$ cat src/rtl/ram_bank_sync.sv
// ram_bank_sync: 2**AW x WIDTH flop-based RAM on a single free-running clock.
// Writes are enable-qualified (no gated clocks), reads are registered with
// write-first behaviour, and a clear sequencer sweeps every word to zero
// while holding busy high for exactly DEPTH cycles.
module ram_bank_sync #(
    parameter int WIDTH = 4,
    parameter int AW    = 2
) (
    input  logic             clk,
    input  logic             rst,
    input  logic [AW-1:0]    addr,
    input  logic [WIDTH-1:0] d,
    input  logic             we,
    input  logic             clr,
    output logic [WIDTH-1:0] q,
    output logic             busy,
    output logic             clk_led,
    output logic             busy_led
);

    localparam int DEPTH = 1 << AW;
    // Terminal sweep index; ptr is AW bits so it can never leave the array.
    localparam logic [AW-1:0] PTR_LAST = {AW{1'b1}};

    typedef enum logic [0:0] {
        ST_IDLE  = 1'b0,
        ST_CLEAR = 1'b1
    } state_t;

    state_t             state_r;
    state_t             state_nxt_s;
    logic [AW-1:0]      ptr_r;
    logic [AW-1:0]      ptr_nxt_s;
    logic               busy_r;
    logic               busy_nxt_s;
    logic [WIDTH-1:0]   q_r;

    logic               wr_en_s;     // user write lands this edge
    logic               clr_en_s;    // sweep write of zero lands this edge
    logic               rd_en_s;     // read port updates this edge
    logic [AW-1:0]      wr_idx_s;
    logic [WIDTH-1:0]   wr_data_s;
    logic [WIDTH-1:0]   rd_data_s;
    logic [DEPTH-1:0]   word_we_s;

    logic [WIDTH-1:0]   mem_r [DEPTH];

    // Control state register: sweep FSM, pointer and busy flag
    always_ff @(posedge clk or posedge rst) begin
        if (rst) begin
            state_r <= ST_IDLE;
            ptr_r   <= {AW{1'b0}};
            busy_r  <= 1'b0;
        end else begin
            state_r <= state_nxt_s;
            ptr_r   <= ptr_nxt_s;
            busy_r  <= busy_nxt_s;
        end
    end

    // Next-state logic: clr has priority over we in IDLE; CLEAR ignores both
    always_comb begin
        state_nxt_s = state_r;
        ptr_nxt_s   = ptr_r;
        busy_nxt_s  = busy_r;
        wr_en_s     = 1'b0;
        clr_en_s    = 1'b0;
        rd_en_s     = 1'b0;
        case (state_r)
            ST_IDLE: begin
                rd_en_s = 1'b1;
                if (clr) begin
                    state_nxt_s = ST_CLEAR;
                    ptr_nxt_s   = {AW{1'b0}};
                    busy_nxt_s  = 1'b1;
                end else if (we) begin
                    wr_en_s = 1'b1;
                end else begin
                    wr_en_s = 1'b0;
                end
            end
            ST_CLEAR: begin
                clr_en_s  = 1'b1;
                ptr_nxt_s = ptr_r + {{(AW-1){1'b0}}, 1'b1};
                if (ptr_r == PTR_LAST) begin
                    state_nxt_s = ST_IDLE;
                    busy_nxt_s  = 1'b0;
                end else begin
                    state_nxt_s = ST_CLEAR;
                    busy_nxt_s  = 1'b1;
                end
            end
            default: begin
                state_nxt_s = ST_IDLE;
                ptr_nxt_s   = {AW{1'b0}};
                busy_nxt_s  = 1'b0;
            end
        endcase
    end

    // Write port select: sweep pointer and zero data during CLEAR, else user port
    always_comb begin
        wr_idx_s  = addr;
        wr_data_s = d;
        word_we_s = {DEPTH{1'b0}};
        if (clr_en_s) begin
            wr_idx_s  = ptr_r;
            wr_data_s = {WIDTH{1'b0}};
        end else begin
            wr_idx_s  = addr;
            wr_data_s = d;
        end
        for (int i = 0; i < DEPTH; i++) begin
            if ((wr_en_s || clr_en_s) && (wr_idx_s == AW'(i))) begin
                word_we_s[i] = 1'b1;
            end else begin
                word_we_s[i] = 1'b0;
            end
        end
    end

    // Storage array: each word only changes when its decoded enable is high
    always_ff @(posedge clk or posedge rst) begin
        if (rst) begin
            for (int i = 0; i < DEPTH; i++) begin
                mem_r[i] <= {WIDTH{1'b0}};
            end
        end else begin
            for (int i = 0; i < DEPTH; i++) begin
                if (word_we_s[i]) begin
                    mem_r[i] <= wr_data_s;
                end else begin
                    mem_r[i] <= mem_r[i];
                end
            end
        end
    end

    // Read data select: a same-edge write bypasses the array (write-first)
    always_comb begin
        if (wr_en_s) begin
            rd_data_s = d;
        end else begin
            rd_data_s = mem_r[addr];
        end
    end

    // Registered read port: updates on IDLE edges, holds during the sweep
    always_ff @(posedge clk or posedge rst) begin
        if (rst) begin
            q_r <= {WIDTH{1'b0}};
        end else if (rd_en_s) begin
            q_r <= rd_data_s;
        end else begin
            q_r <= q_r;
        end
    end

    assign q        = q_r;
    assign busy     = busy_r;
    assign clk_led  = clk;
    assign busy_led = busy_r;

endmodule
$ cat config.mk
export PLATFORM = sky130hd
export DESIGN_NAME = ram_bank_sync
export DESIGN_NICKNAME = d
export VERILOG_FILES = /design/src/rtl/ram_bank_sync.sv
export SDC_FILE = /design/constraint.sdc
export NUM_CORES = 1
export LEC_CHECK = 0
export CAP_MARGIN = 5
export CORE_MARGIN = 2
export CORE_UTILIZATION = 57
export CTS_CLUSTER_DIAMETER = 30
export DETAILED_ROUTE_END_ITERATION = 7
export PLACE_DENSITY = 0.81
export SLEW_MARGIN = 20
export SYNTH_ARGS = -nofsm -noshare
export SYNTH_HDL_FRONTEND = slang
export SYNTH_SLANG_ARGS = --single-unit
$ cat constraint.sdc
create_clock -name clk -period 2.8 [get_ports clk]
set_input_delay 0.28 -clock clk [delete_from_list [all_inputs] [get_ports clk]]
set_output_delay 0.28 -clock clk [all_outputs]
set_load 0.02 [all_outputs]
; ---- Word level (Yosys, flattened, before mapping)
; Index checks and enable logic that the tools add are counted.
[op_classes]
bitwise = 2
add_sub_neg = 1
n_eq_ne = 5
mux = 21
reduce_logical = 6
magnitude_cmp = 1
[op_table]
columns = operator, n
row1 = 4-bit two-way mux, 4
row2 = 1-bit two-way mux, 11
row3 = 4-bit binary-select mux with 2-bit select, 1
row4 = "2-bit equality test, second input constant", 3
row5 = 1-bit logical AND, 4
row6 = 2-bit two-way mux, 2
row7 = 1-bit case mux with 2 select lines, 2
row8 = 2-bit case mux with 2 select lines, 1
row9 = "3-bit >= comparator, second input constant", 1
row10 = 2-bit NOT with 3-bit output, 1
row11 = "2-bit by 1-bit adder with 2-bit output, second input constant", 1
row12 = "2-bit by 1-bit equality test with 1-bit output, second input constant", 1
row13 = 2-bit zero test, 1
row14 = "2-bit != test, second input constant", 1
row15 = 1-bit logical OR, 1
row16 = 1-bit NOT, 1
[word_totals]
out_inout_bits = 7
elab_cells = 44
regBits = 24
in_bits = 10

; ---- Logic depth before layout (Yosys ltp)
; Gate-level depths: netlist (run 1).
[logic_depth]
word_depth = 6
mapped_depth = 5
depth_no_buf = 3

==> reports/metrics.csv, run 1 <==
stage,metric,value,unit
outcome,status,"complete, no violations",
placed_design,globalplace.congestion,0.8120,
critical_path,reg2reg_from,state_r$_DFF_PP0_,
timing,rsz0062_at_grt,no,
global_route,grt_max_degree,25,
route,vias_per_cell,6.264,
final_layout,most-common-layout-cells,"dfrtp_1 (24), clkdlybuf4s50_1 (16), a22o_1 (13), a21oi_1 (6), clkbuf_4 (6)",
final_layout,fin_util,71.81,%
final_layout,fin_area,1438,µm²
floorplan,std_cell_rows,16,
cts,cts_hold_buf,0,
route,drt.antenna.violating_nets,0,
synth,avgSynthCellArea,12.21,µm²
floorplan,start_util,61.62,%
timing,setup_violations,0,
global_route,antenna_found_initial,0,
critical_path,crit_end,clk_led,
synth,synth_top_cell_area_share,48.68,%
timing,slew_violations,0,
power_and_ir_drop,power_leakage,0.6281,nW
critical_path,crit_path_start_kind,clock port,
timing,tightest_slew,0.8796,ns
final_layout,fill_cells,147,
synth,ys_seq_area_share,48.68,%
final_layout,final_common_cell,dfrtp_1,
final_layout,num_antenna_cells,0,
floorplan,die-width,50.52,µm
global_route,grtUsageTotal,22.34,%
route,drtIter0Drc,14,
synth,ys_types,30,
critical_path,required,2.52,ns
critical_path,end_kind,output port,
worst_hold_path,hold_path_class,in -> async,
placed_design,portBuffers,16,
final_layout,multi_input_area,576.8,µm²
synth,ys_warn_count,0,
route,drc,0,
placed_design,place_inst,137,
synth,synthesis.nets,112,
global_route,grt-ovfl-total,0,
power_and_ir_drop,power.density,882.7,nW/µm²
cts,postCtsSetupBuffers,0,
floorplan,core,2002,µm²
synth,synth_cells,101,
final_layout,nets,129,
flow_run,cap_violations,0,
timing,final.setup_skew,0.01524,ns
floorplan,die-area,2552,µm²
floorplan,fp.dieH,50.52,µm
synth,synthesis.area,1234,µm²
final_layout,layout-drive-gt1-share,20.51,%
power_and_ir_drop,ir_drop,0.6472,mV
critical_path,r2r-end,mem_r[8]$_DFFE_PP0P_,
critical_path,cp.arrival,2.15,ns
timing,slew_headroom,41.30,%
floorplan,io_pins,17,
critical_path,critPathMaxFanout,2,
critical_path,ff2ff_path_depth,3,
placed_design,place_area,1379,µm²
synth,synth_area_leader_cell,dfrtp_1,
final_layout,area_growth,16.53,%
final_layout,regArea,600.6,µm²
route,wl_per_cell,16.67,µm
global_route,grt_pass1_vias,869,
placed_design,hpwl,1705,µm
route,vias,902,
cts,post_cts_resize_count,0,
timing,tns,0,ns
cts,cts_tree,built,
route,wl,2401,µm
synth,yosys-top-cells-area,"dfrtp_1 (49%), a22o_1 (9.2%), mux2_2 (4.6%)",
global_route,grt_pass1_wl,4071,µm
synth,synth-seq-cells,24,
critical_path,critical_path_class,clk -> out,
cts,clock_latency,0.43,ns
final_layout,instances_no_fill,144,
timing,hold_viol,0,
critical_path,r2r_setup_slack,1.13,ns
critical_path,critPathLaunch,clk,
route,dr.pass1.iters,4,
cts,clkTransAtPathRegs,0.14,ns
-- where the power goes --
part           internal (mW)  switching [mW]
registers              0.439          0.0920
clock network          0.151           0.138
logic                  0.230           0.219
-- cell type report --
type                    instances  share of cell area [%]
flip-flops and latches         24                   41.78
multi-input cells              68                   40.12
repair buffers                 15                   10.44
clock buffers                   8                   4.787
well taps                      27                   2.350
inverters                       2                  0.5222
-- cell families after synthesis --
| kind of cell | after synthesis | synth area share, % |
|---|---|---|
| AO/OA/AOI/OAI | 32 | 20.69 |
| AND/OR/NAND/NOR | 25 | 16.43 |
| flip-flops | 24 | 48.68 |
| multiplexers | 10 | 8.621 |
| buffers and inverters | 9 | 4.564 |
| adder cells (fa/ha/maj) | 1 | 1.014 |
-- synth_stat cells --
library cell	instances
a21o_1	1
a21oi_1	6
a22o_1	13
a32o_1	1
a32o_2	1
and2_1	1
and4bb_1	1
and4bb_2	3
and4bb_4	1
buf_2	3
buf_4	3
buf_6	1
dfrtp_1	24
ha_1	1
inv_1	2
mux2_2	5
mux2i_1	5
nand2_1	2
nand2b_1	2
nand2b_4	1
nand3_1	4
nand3b_1	1
nor2_1	3
nor2b_1	1
nor3_1	3
nor4_2	1
nor4b_4	1
o211ai_1	4
o21ai_2	4
o2bb2ai_1	2
-- flip-flops by register name (all words and copies together), names as in the netlist --
register and cells:
ptr_r 2, q 4, state_r 1, mem_r 16
busy 1
-- metrics by stage --
stage	power (mW)	hold slack, ns	setup WS, ns
after global placement	1.027	0.4724	0.6115
after floorplan	0.8900	0.2946	0.9860
after detailed placement	1.037	0.4823	0.6115
final	1.269	0.3236	0.3738
after global routing	1.350	0.4140	0.3550
after CTS	1.278	0.3480	0.3660
-- how the worst min path moves through the flow --
stage | to | start | slack [ns] | depth (start not counted)
2_1_floorplan | busy$_DFFE_PP0P_ | rst | 0.29 | 1
3_3_place_gp | mem_r[9]$_DFFE_PP0P_ | mem_r[9]$_DFFE_PP0P_ | 0.47 | 1
3_5_place_dp | mem_r[14]$_DFFE_PP0P_ | mem_r[14]$_DFFE_PP0P_ | 0.48 | 1
4_1_cts | mem_r[15]$_DFFE_PP0P_ | rst | 0.35 | 2
5_1_grt | mem_r[7]$_DFFE_PP0P_ | rst | 0.41 | 2
6_report | mem_r[14]$_DFFE_PP0P_ | rst | 0.32 | 2
-- worst max-delay path, cell delays in order --
cell,delay (ns)
clkbuf_4,0.10
clkbuf_4,0.12
clkdlybuf4s50_1,0.52
-- metal layers --
| layer | track usage (%) | vias up | wire (µm) |
|---|---|---|---|
| met5 | 0 | - | 0 |
| met4 | 12.61 | 0 | 51 |
| met3 | 6.548 | 7 | 151 |
| met2 | 30.92 | 32 | 1099 |
| met1 | 31.27 | 441 | 1099 |
| li1 | - | 422 | - |
No activity file was read; power rests on OpenSTA's default activity.
==> run 2, diff against run 1 <==
--- a/config.mk
+++ b/config.mk
@@ -8,7 +8,7 @@
 export CAP_MARGIN = 5
 export CORE_MARGIN = 2
 export CORE_UTILIZATION = 57
-export CTS_CLUSTER_DIAMETER = 30
+export CTS_CLUSTER_DIAMETER = 50
 export DETAILED_ROUTE_END_ITERATION = 7
 export PLACE_DENSITY = 0.81
 export SLEW_MARGIN = 20
==> results of run 2 <==
Same layout as run 1: the final DEF is identical, and so are final timing and power.
